<file path="config.mk">
export PLATFORM = sky130hd
export DESIGN_NAME = alu_4bit_seq
export DESIGN_NICKNAME = d
export VERILOG_FILES = /design/src/rtl/alu_4bit_seq.sv
export SDC_FILE = /design/constraint.sdc
export NUM_CORES = 1
export LEC_CHECK = 0
export CAP_MARGIN = 20
export CORE_MARGIN = 1.5
export CORE_UTILIZATION = 51
export CTS_CLUSTER_SIZE = 25
export DETAILED_ROUTE_END_ITERATION = 8
export PLACE_DENSITY_LB_ADDON = 0.2
export SYNTH_ARGS = -nofsm -noshare
export SYNTH_HDL_FRONTEND = slang
export SYNTH_SLANG_ARGS = --single-unit
</file>
<file path="constraint.sdc">
create_clock -name CLK -period 4.7 [get_ports CLK]
set_input_delay 0.47 -clock CLK [delete_from_list [all_inputs] [get_ports CLK]]
set_output_delay 0.47 -clock CLK [all_outputs]
set_load 0.01 [all_outputs]
</file>
<file path="src/rtl/alu_4bit_seq.sv">
// rtl/alu_4bit_seq.sv - sequential wide-operand initiator for an external combinational 4-bit ALU
module alu_4bit_seq #(
   parameter  int NIBBLES = 2,
   localparam int W       = 4 * NIBBLES
) (
   input  logic         CLK,
   input  logic         RST_N,
   input  logic         REQ_VALID,
   output logic         REQ_READY,
   input  logic [2:0]   REQ_OP,
   input  logic [W-1:0] REQ_A,
   input  logic [W-1:0] REQ_B,
   output logic [2:0]   ALU_SEL,
   output logic [3:0]   ALU_A,
   output logic [3:0]   ALU_B,
   input  logic [4:0]   ALU_O,
   input  logic         ALU_CARRY,
   output logic         RSP_VALID,
   input  logic         RSP_READY,
   output logic [W-1:0] RSP_RESULT,
   output logic         RSP_CARRY
);

   localparam logic [2:0] OP_ADD = 3'b011;
   localparam logic [2:0] OP_SUB = 3'b100;

   typedef enum logic [1:0] {
      ST_IDLE,
      ST_PASS,
      ST_FIX,
      ST_DONE
   } state_t;

   state_t         state_q, state_d;
   logic [W-1:0]   a_q, a_d;
   logic [W-1:0]   b_q, b_d;
   logic [W-1:0]   r_q, r_d;
   logic [2:0]     op_q, op_d;
   logic [1:0]     idx_q, idx_d;
   logic           cin_q, cin_d;
   logic           c1_q, c1_d;

   logic [3:0]     a_nib;
   logic [3:0]     b_nib;
   logic [3:0]     r_nib;
   logic [W-1:0]   r_wr;
   logic           is_arith;
   logic           last_nib;
   logic           advance;
   logic           c1_now;

   // ALU_O[4] is not part of the contract; the carry comes from ALU_CARRY
   logic           unused_alu_msb;
   assign unused_alu_msb = ALU_O[4];

   // Select the current nibble of each operand and build R with the current nibble replaced
   always_comb begin
      a_nib    = '0;
      b_nib    = '0;
      r_nib    = '0;
      r_wr     = r_q;
      for (int n = 0; n < NIBBLES; n++) begin
         if (idx_q == 2'(n)) begin
            a_nib           = a_q[4*n +: 4];
            b_nib           = b_q[4*n +: 4];
            r_nib           = r_q[4*n +: 4];
            r_wr[4*n +: 4]  = ALU_O[3:0];
         end
      end
      is_arith = (op_q == OP_ADD) || (op_q == OP_SUB);
      last_nib = (idx_q == 2'(NIBBLES - 1));
   end

   // Next-state and output logic of the nibble sequencer
   always_comb begin
      state_d   = state_q;
      a_d       = a_q;
      b_d       = b_q;
      r_d       = r_q;
      op_d      = op_q;
      idx_d     = idx_q;
      cin_d     = cin_q;
      c1_d      = c1_q;
      REQ_READY = 1'b0;
      RSP_VALID = 1'b0;
      ALU_SEL   = 3'b000;
      ALU_A     = 4'h0;
      ALU_B     = 4'h0;
      advance   = 1'b0;
      c1_now    = 1'b0;

      case (state_q)
         ST_IDLE: begin
            REQ_READY = 1'b1;
            if (REQ_VALID) begin
               a_d     = REQ_A;
               b_d     = REQ_B;
               op_d    = REQ_OP[2] ? OP_SUB : REQ_OP;
               r_d     = '0;
               idx_d   = 2'd0;
               cin_d   = 1'b0;
               c1_d    = 1'b0;
               state_d = ST_PASS;
            end
         end

         ST_PASS: begin
            ALU_SEL = op_q;
            ALU_A   = a_nib;
            ALU_B   = b_nib;
            r_d     = r_wr;
            c1_now  = is_arith & ALU_CARRY;
            c1_d    = c1_now;
            // The ALU has no carry-in, so a pending carry/borrow costs an extra +/-1 pass
            if (is_arith && cin_q) begin
               state_d = ST_FIX;
            end else begin
               cin_d   = c1_now;
               advance = 1'b1;
            end
         end

         ST_FIX: begin
            ALU_SEL = op_q;
            ALU_A   = r_nib;
            ALU_B   = 4'h1;
            r_d     = r_wr;
            // A nibble op and its +/-1 correction can never both carry
            cin_d   = c1_q | ALU_CARRY;
            advance = 1'b1;
         end

         ST_DONE: begin
            RSP_VALID = 1'b1;
            if (RSP_READY) begin
               state_d = ST_IDLE;
            end
         end

         default: begin
            state_d = ST_IDLE;
         end
      endcase

      if (advance) begin
         if (last_nib) begin
            state_d = ST_DONE;
         end else begin
            idx_d   = idx_q + 2'd1;
            state_d = ST_PASS;
         end
      end
   end

   // Response data is only presented while the response is valid
   always_comb begin
      RSP_RESULT = (state_q == ST_DONE) ? r_q : '0;
      RSP_CARRY  = (state_q == ST_DONE) ? cin_q : 1'b0;
   end

   // State and datapath registers; reset discards any operation in flight
   always_ff @(posedge CLK or negedge RST_N) begin
      if (!RST_N) begin
         state_q <= ST_IDLE;
         a_q     <= '0;
         b_q     <= '0;
         r_q     <= '0;
         op_q    <= 3'b000;
         idx_q   <= 2'd0;
         cin_q   <= 1'b0;
         c1_q    <= 1'b0;
      end else begin
         state_q <= state_d;
         a_q     <= a_d;
         b_q     <= b_d;
         r_q     <= r_d;
         op_q    <= op_d;
         idx_q   <= idx_d;
         cin_q   <= cin_d;
         c1_q    <= c1_d;
      end
   end

endmodule

</file>
* Word level (Yosys, flattened, before mapping)
Cells that the tools add are included.
Operators by class: reduce and logical (&&, ||, !) cells 15, add/sub/neg operators 1, equal/unequal tests 13, bitwise gates (word level) 2, mux-type cells 34
Operators with widths (number):
- two-way mux 4 bit | 8
- two-way mux 2 bit | 9
- two-way mux 8 bit | 2
- case mux 4 bit (2 select lines) | 2
- case mux 8 bit (2 select lines) | 1
- inequality test 3 bit (second input constant) | 3
- AND reduction 3 bit | 3
- two-way mux 1 bit | 6
- two-way mux 3 bit | 2
- case mux 2 bit (3 select lines) | 1
- == test 2 x 1 -> 1 bit (second input constant) | 2
- == test 2 bit (second input constant) | 2
- zero test 2 bit | 2
- inequality test 2 x 1 -> 1 bit (second input constant) | 2
- inequality test 2 bit (second input constant) | 2
- case mux 1 bit (2 select lines) | 2
- AND reduction 2 bit | 2
- AND reduction 4 bit | 1
- nonzero test 2 bit | 2
- nonzero test 4 bit | 1
- == test 3 x 2 -> 1 bit (second input constant) | 1
- == test 3 bit (second input constant) | 1
- case mux 1 bit (3 select lines) | 1
- nonzero test 3 bit | 1
- other kinds (6) | 6
Word-level totals: logic and storage cells 74, bits of input ports 29, register bits 33

* Longest topological paths before layout
depth after elaboration 7, mapped depth 7, gate-level depth less buffers 6

* Worst setup path before layout
Ideal clock, no wire load.
kind flip-flop to output port, from register state_q[1], to output port ALU_A[3], stages on the path, launching flop included 6, arrival 1.679 ns, path buffers 1, data required time 4.230 ns, setup slack 2.551 ns, cells stage by stage dfrtp_1 inv_1 ha_1 clkbuf_1 a22oi_1 a2111oi_0
Between the ends: cells in the longest elaborated chain, start to end 2
RTL lines:
- start: declaration | RTL line 34 | state_t state_q, state_d;
- start signal: assignment | RTL line 173 | state_q <= state_d;
- == test 2 bit or == test 2 x 1 -> 1 bit (tied branches) | RTL line 92 | case (state_q)
- case mux 4 bit (2 select lines) (*) | RTL line 92
- end: declaration | RTL line 14 | output logic [3:0] ALU_A,
Every way passes the cells marked *; elsewhere a longest branch is shown, timed or not.

* Final worst setup path
from register state_q[0], to output port ALU_A[3]
The elaborated chain is that of the path after synthesis.

==> flow_summary.ini <==
[layout]
area_delta_synth_final_pct = 31.4
sequential_cell_area_sq_um = 826
layout.nets = 244
instances_no_fill = 258
layout-drive-gt1-share_pct = 18.9
antenna_cells = 0
multiInputGateArea_sq_um = 955
layout.cell_area.non_filler_sq_um = 2400
n_fill_cell = 250

[logic_synthesis]
ys_seq_area_share_pct = 45.2
synthFlopType = sky130_fd_sc_hd__dfrtp_1
main_combinational_cell_family_by_area_after_synthesis = multiplexers
post_synth_mux_area_share_pct = 23.0
ys_seq_elements = 33
synth.lib_cells_used.distinct = 38
async_flop_share_pct = 100
nets_in_the_synthesized_netlist = 195
synth_most_common_cell = sky130_fd_sc_hd__dfrtp_1
synthesis.area_sq_um = 1830
synth.top_cells.by_count = sky130_fd_sc_hd__dfrtp_1 (33), sky130_fd_sc_hd__mux2_2 (24), sky130_fd_sc_hd__and2_1 (16)
synth_largest_area_cell = sky130_fd_sc_hd__dfrtp_1
synth_compound_area_share_pct = 10.5
synthesis.instances = 162
synth_top_area_share_pct = 45.2
synthTopCellsByArea = sky130_fd_sc_hd__dfrtp_1 (45%), sky130_fd_sc_hd__mux2_2 (15%), sky130_fd_sc_hd__and2_1 (5.5%)
syn_avg_cell_area_sq_um = 11.3
synthXorXnorAreaFrac_pct = 0
yosys.area_share.adder_pct = 2.74
synth-simple-area-share_pct = 15.9
synth_edf_count = 0
ys_warn_count = 0

[die]
dieWidth_um = 62.9
io_pins = 51
die_footprint_sq_um = 3950
initial_utilization_pct = 53.9
die-height_um = 62.9
core-area_sq_um = 3390
std_cell_rows = 21

[sta]
worst_slew_pin_slew_ns = 0.855
min_period_ns = 3.11
slew_headroom_pct = 42.9
timing.final.crit_share_pct = 66.2
timing.final.setup_violations = 0
achievable-frequency_ghz = 0.322
final-max-slew-violation-count = 0
final-hold-violation-count = 0
setup_total_negative_slack_ns = 0
timing.clock.skew_ns = 0.00887
grt_setup_unrepaired = no

[clocking]
postCtsResizedCells = 0
tritoncts_clock_tree = yes
h_tree_level_count = 2
root_buffer = sky130_fd_sc_hd__clkbuf_4
clkSlewWorstSetupHoldPaths_ns = 0.11
tritoncts_num_sinks = 33
numCtsBuffers = 5
post-cts-setup-buffer-count = 0
holdBufCountCts = 0
worst_skew_pair.late_latency_ns = 0.34
cts-root-to-sink-buffers = 2

[global_routing]
globalRouteTotalUtil_pct = 20.9
globalRoute.totalOverflow = 0
grt_first_pass_wirelength_um = 6360
antenna_found_initial = 0
grt_pass1_vias = 1373
grt_max_degree = 34

[placed_design]
detailed_place.area_sq_um = 2350
dp.final_hpwl_um = 2820
placedCellCount = 250
port-buffer-count = 49
gp_congestion = 0.816

[worst_setup_path]
cp-end-kind = output port
worst_ep_required_time_ns = 4.23
cp.arrival_ns = 2.64
crit_fanout = 12
critPathLaunchType = flip-flop
kind_of_critical_path = reg -> out

[drt]
initialDrtViolationCount = 71
routed_wire_length_per_instance_um = 14.7
drt_drc = 0
detail-route-antenna-nets = 0
routed-via-count = 1409
drt-pass1-iter-count = 4
via_per_inst = 5.46
routed_wl_um = 3790

[run]
max_cap_viols = 0

[pwr]
leakagePower_uw = 0.00105
power_total_uw = 1600
power_density_nw_per_um2 = 665
max-vdd-ir-drop_mv = 0.368

[worst_hold_path]
timing.hold.worst.class = reg -> reg

[status]
result_of_the_run = completed
[cell usage in the layout, fill, tap and decap left out, types with 2 or more instances in the layout]
master	synthesis	layout
sky130_fd_sc_hd__clkinv_2	0	2
sky130_fd_sc_hd__o22ai_1	3	3
sky130_fd_sc_hd__o31ai_1	3	3
sky130_fd_sc_hd__nand2b_1	2	2
sky130_fd_sc_hd__and2_1	16	16
sky130_fd_sc_hd__clkbuf_4	0	5
sky130_fd_sc_hd__clkdlybuf4s50_1	0	49
sky130_fd_sc_hd__nor2_1	8	8
sky130_fd_sc_hd__inv_1	4	4
sky130_fd_sc_hd__dfrtp_1	33	33
sky130_fd_sc_hd__o21ai_0	6	6
sky130_fd_sc_hd__mux2_1	4	4
sky130_fd_sc_hd__mux2i_1	9	9
sky130_fd_sc_hd__mux2_2	24	24
sky130_fd_sc_hd__a21oi_1	4	4
sky130_fd_sc_hd__nor3_2	2	2
sky130_fd_sc_hd__ha_1	4	4
sky130_fd_sc_hd__nand2_1	9	9
sky130_fd_sc_hd__a21boi_1	2	2
sky130_fd_sc_hd__o21bai_1	2	2
sky130_fd_sc_hd__nor3_1	2	2
[area by class of cell]
type / instances / area share, %
clock buffers: 6 / 1.72
flip-flops and latches: 33 / 34.4
inverters: 4 / 0.625
repair buffers: 50 / 20.7
well taps: 46 / 2.40
multi-input cells: 117 / 39.7
clock inverters: 2 / 0.417
[metal layers]
layer,up-vias,track usage (%),wire [um]
met1,681,26.1,1670
met4,0,10.8,82
li1,674,-,-
met3,7,4.68,198
met5,-,0,0
met2,47,33.9,1830
[worst max-delay path, stage by stage (launching register included)]
cell                              delay (ns)
sky130_fd_sc_hd__dfrtp_1                0.43
sky130_fd_sc_hd__inv_1                  0.08
sky130_fd_sc_hd__ha_1                   0.50
sky130_fd_sc_hd__inv_1                  0.14
sky130_fd_sc_hd__a2111oi_0              0.50
sky130_fd_sc_hd__clkdlybuf4s50_1        0.64
[path summary, 6_finish.rpt]
kind | start | to | slack [ns] | cells past startpoint
worst max-delay path | state_q[0] | ALU_A[3] | 1.59 | 5
worst min-delay path | a_q[1] | a_q[1] | 0.51 | 1
worst max register to register | state_q[0] | idx_q[0] | 2.58 | 5
worst min register to register | a_q[1] | a_q[1] | 0.51 | 1
max in group asynchronous | RST_N | asynchronous set/reset pin | 3.89 | 2
min in group asynchronous | RST_N | r_q[7] | 0.52 | 2
[where the power goes]
part	total, uW	internal (uW)	switching (uW)
Combinational	909	503	406
Sequential	532	420	112
Clock	156	56.9	98.9
[state kept, by name, summed over array words and instances, names as in the netlist, named ones only]
signal and flops:
a_q 8, idx_q 1, b_q 8, state_q 2, cin_q 1, c1_q 1, op_q 3, r_q 8
[cells by family (layout without fill, tap and decap cells)]
family,after synthesis,count (layout)
compound gates,27,27
buf+inv,12,62
mux,38,38
simple gates,48,48
fa+ha+maj,4,4
flops,33,33
[metrics by stage]
stage               setup slack (ns)  hold slack, ns  utilization (%)
floorplan                       2.55           0.174                -
global placement                2.02           0.482             69.4
detailed placement              1.94           0.494             69.4
CTS                             1.55           0.518             70.9
global route                    1.38           0.526             70.9
finish                          1.59           0.512             70.9
Note: power is estimated with default switching activity, not from simulation.
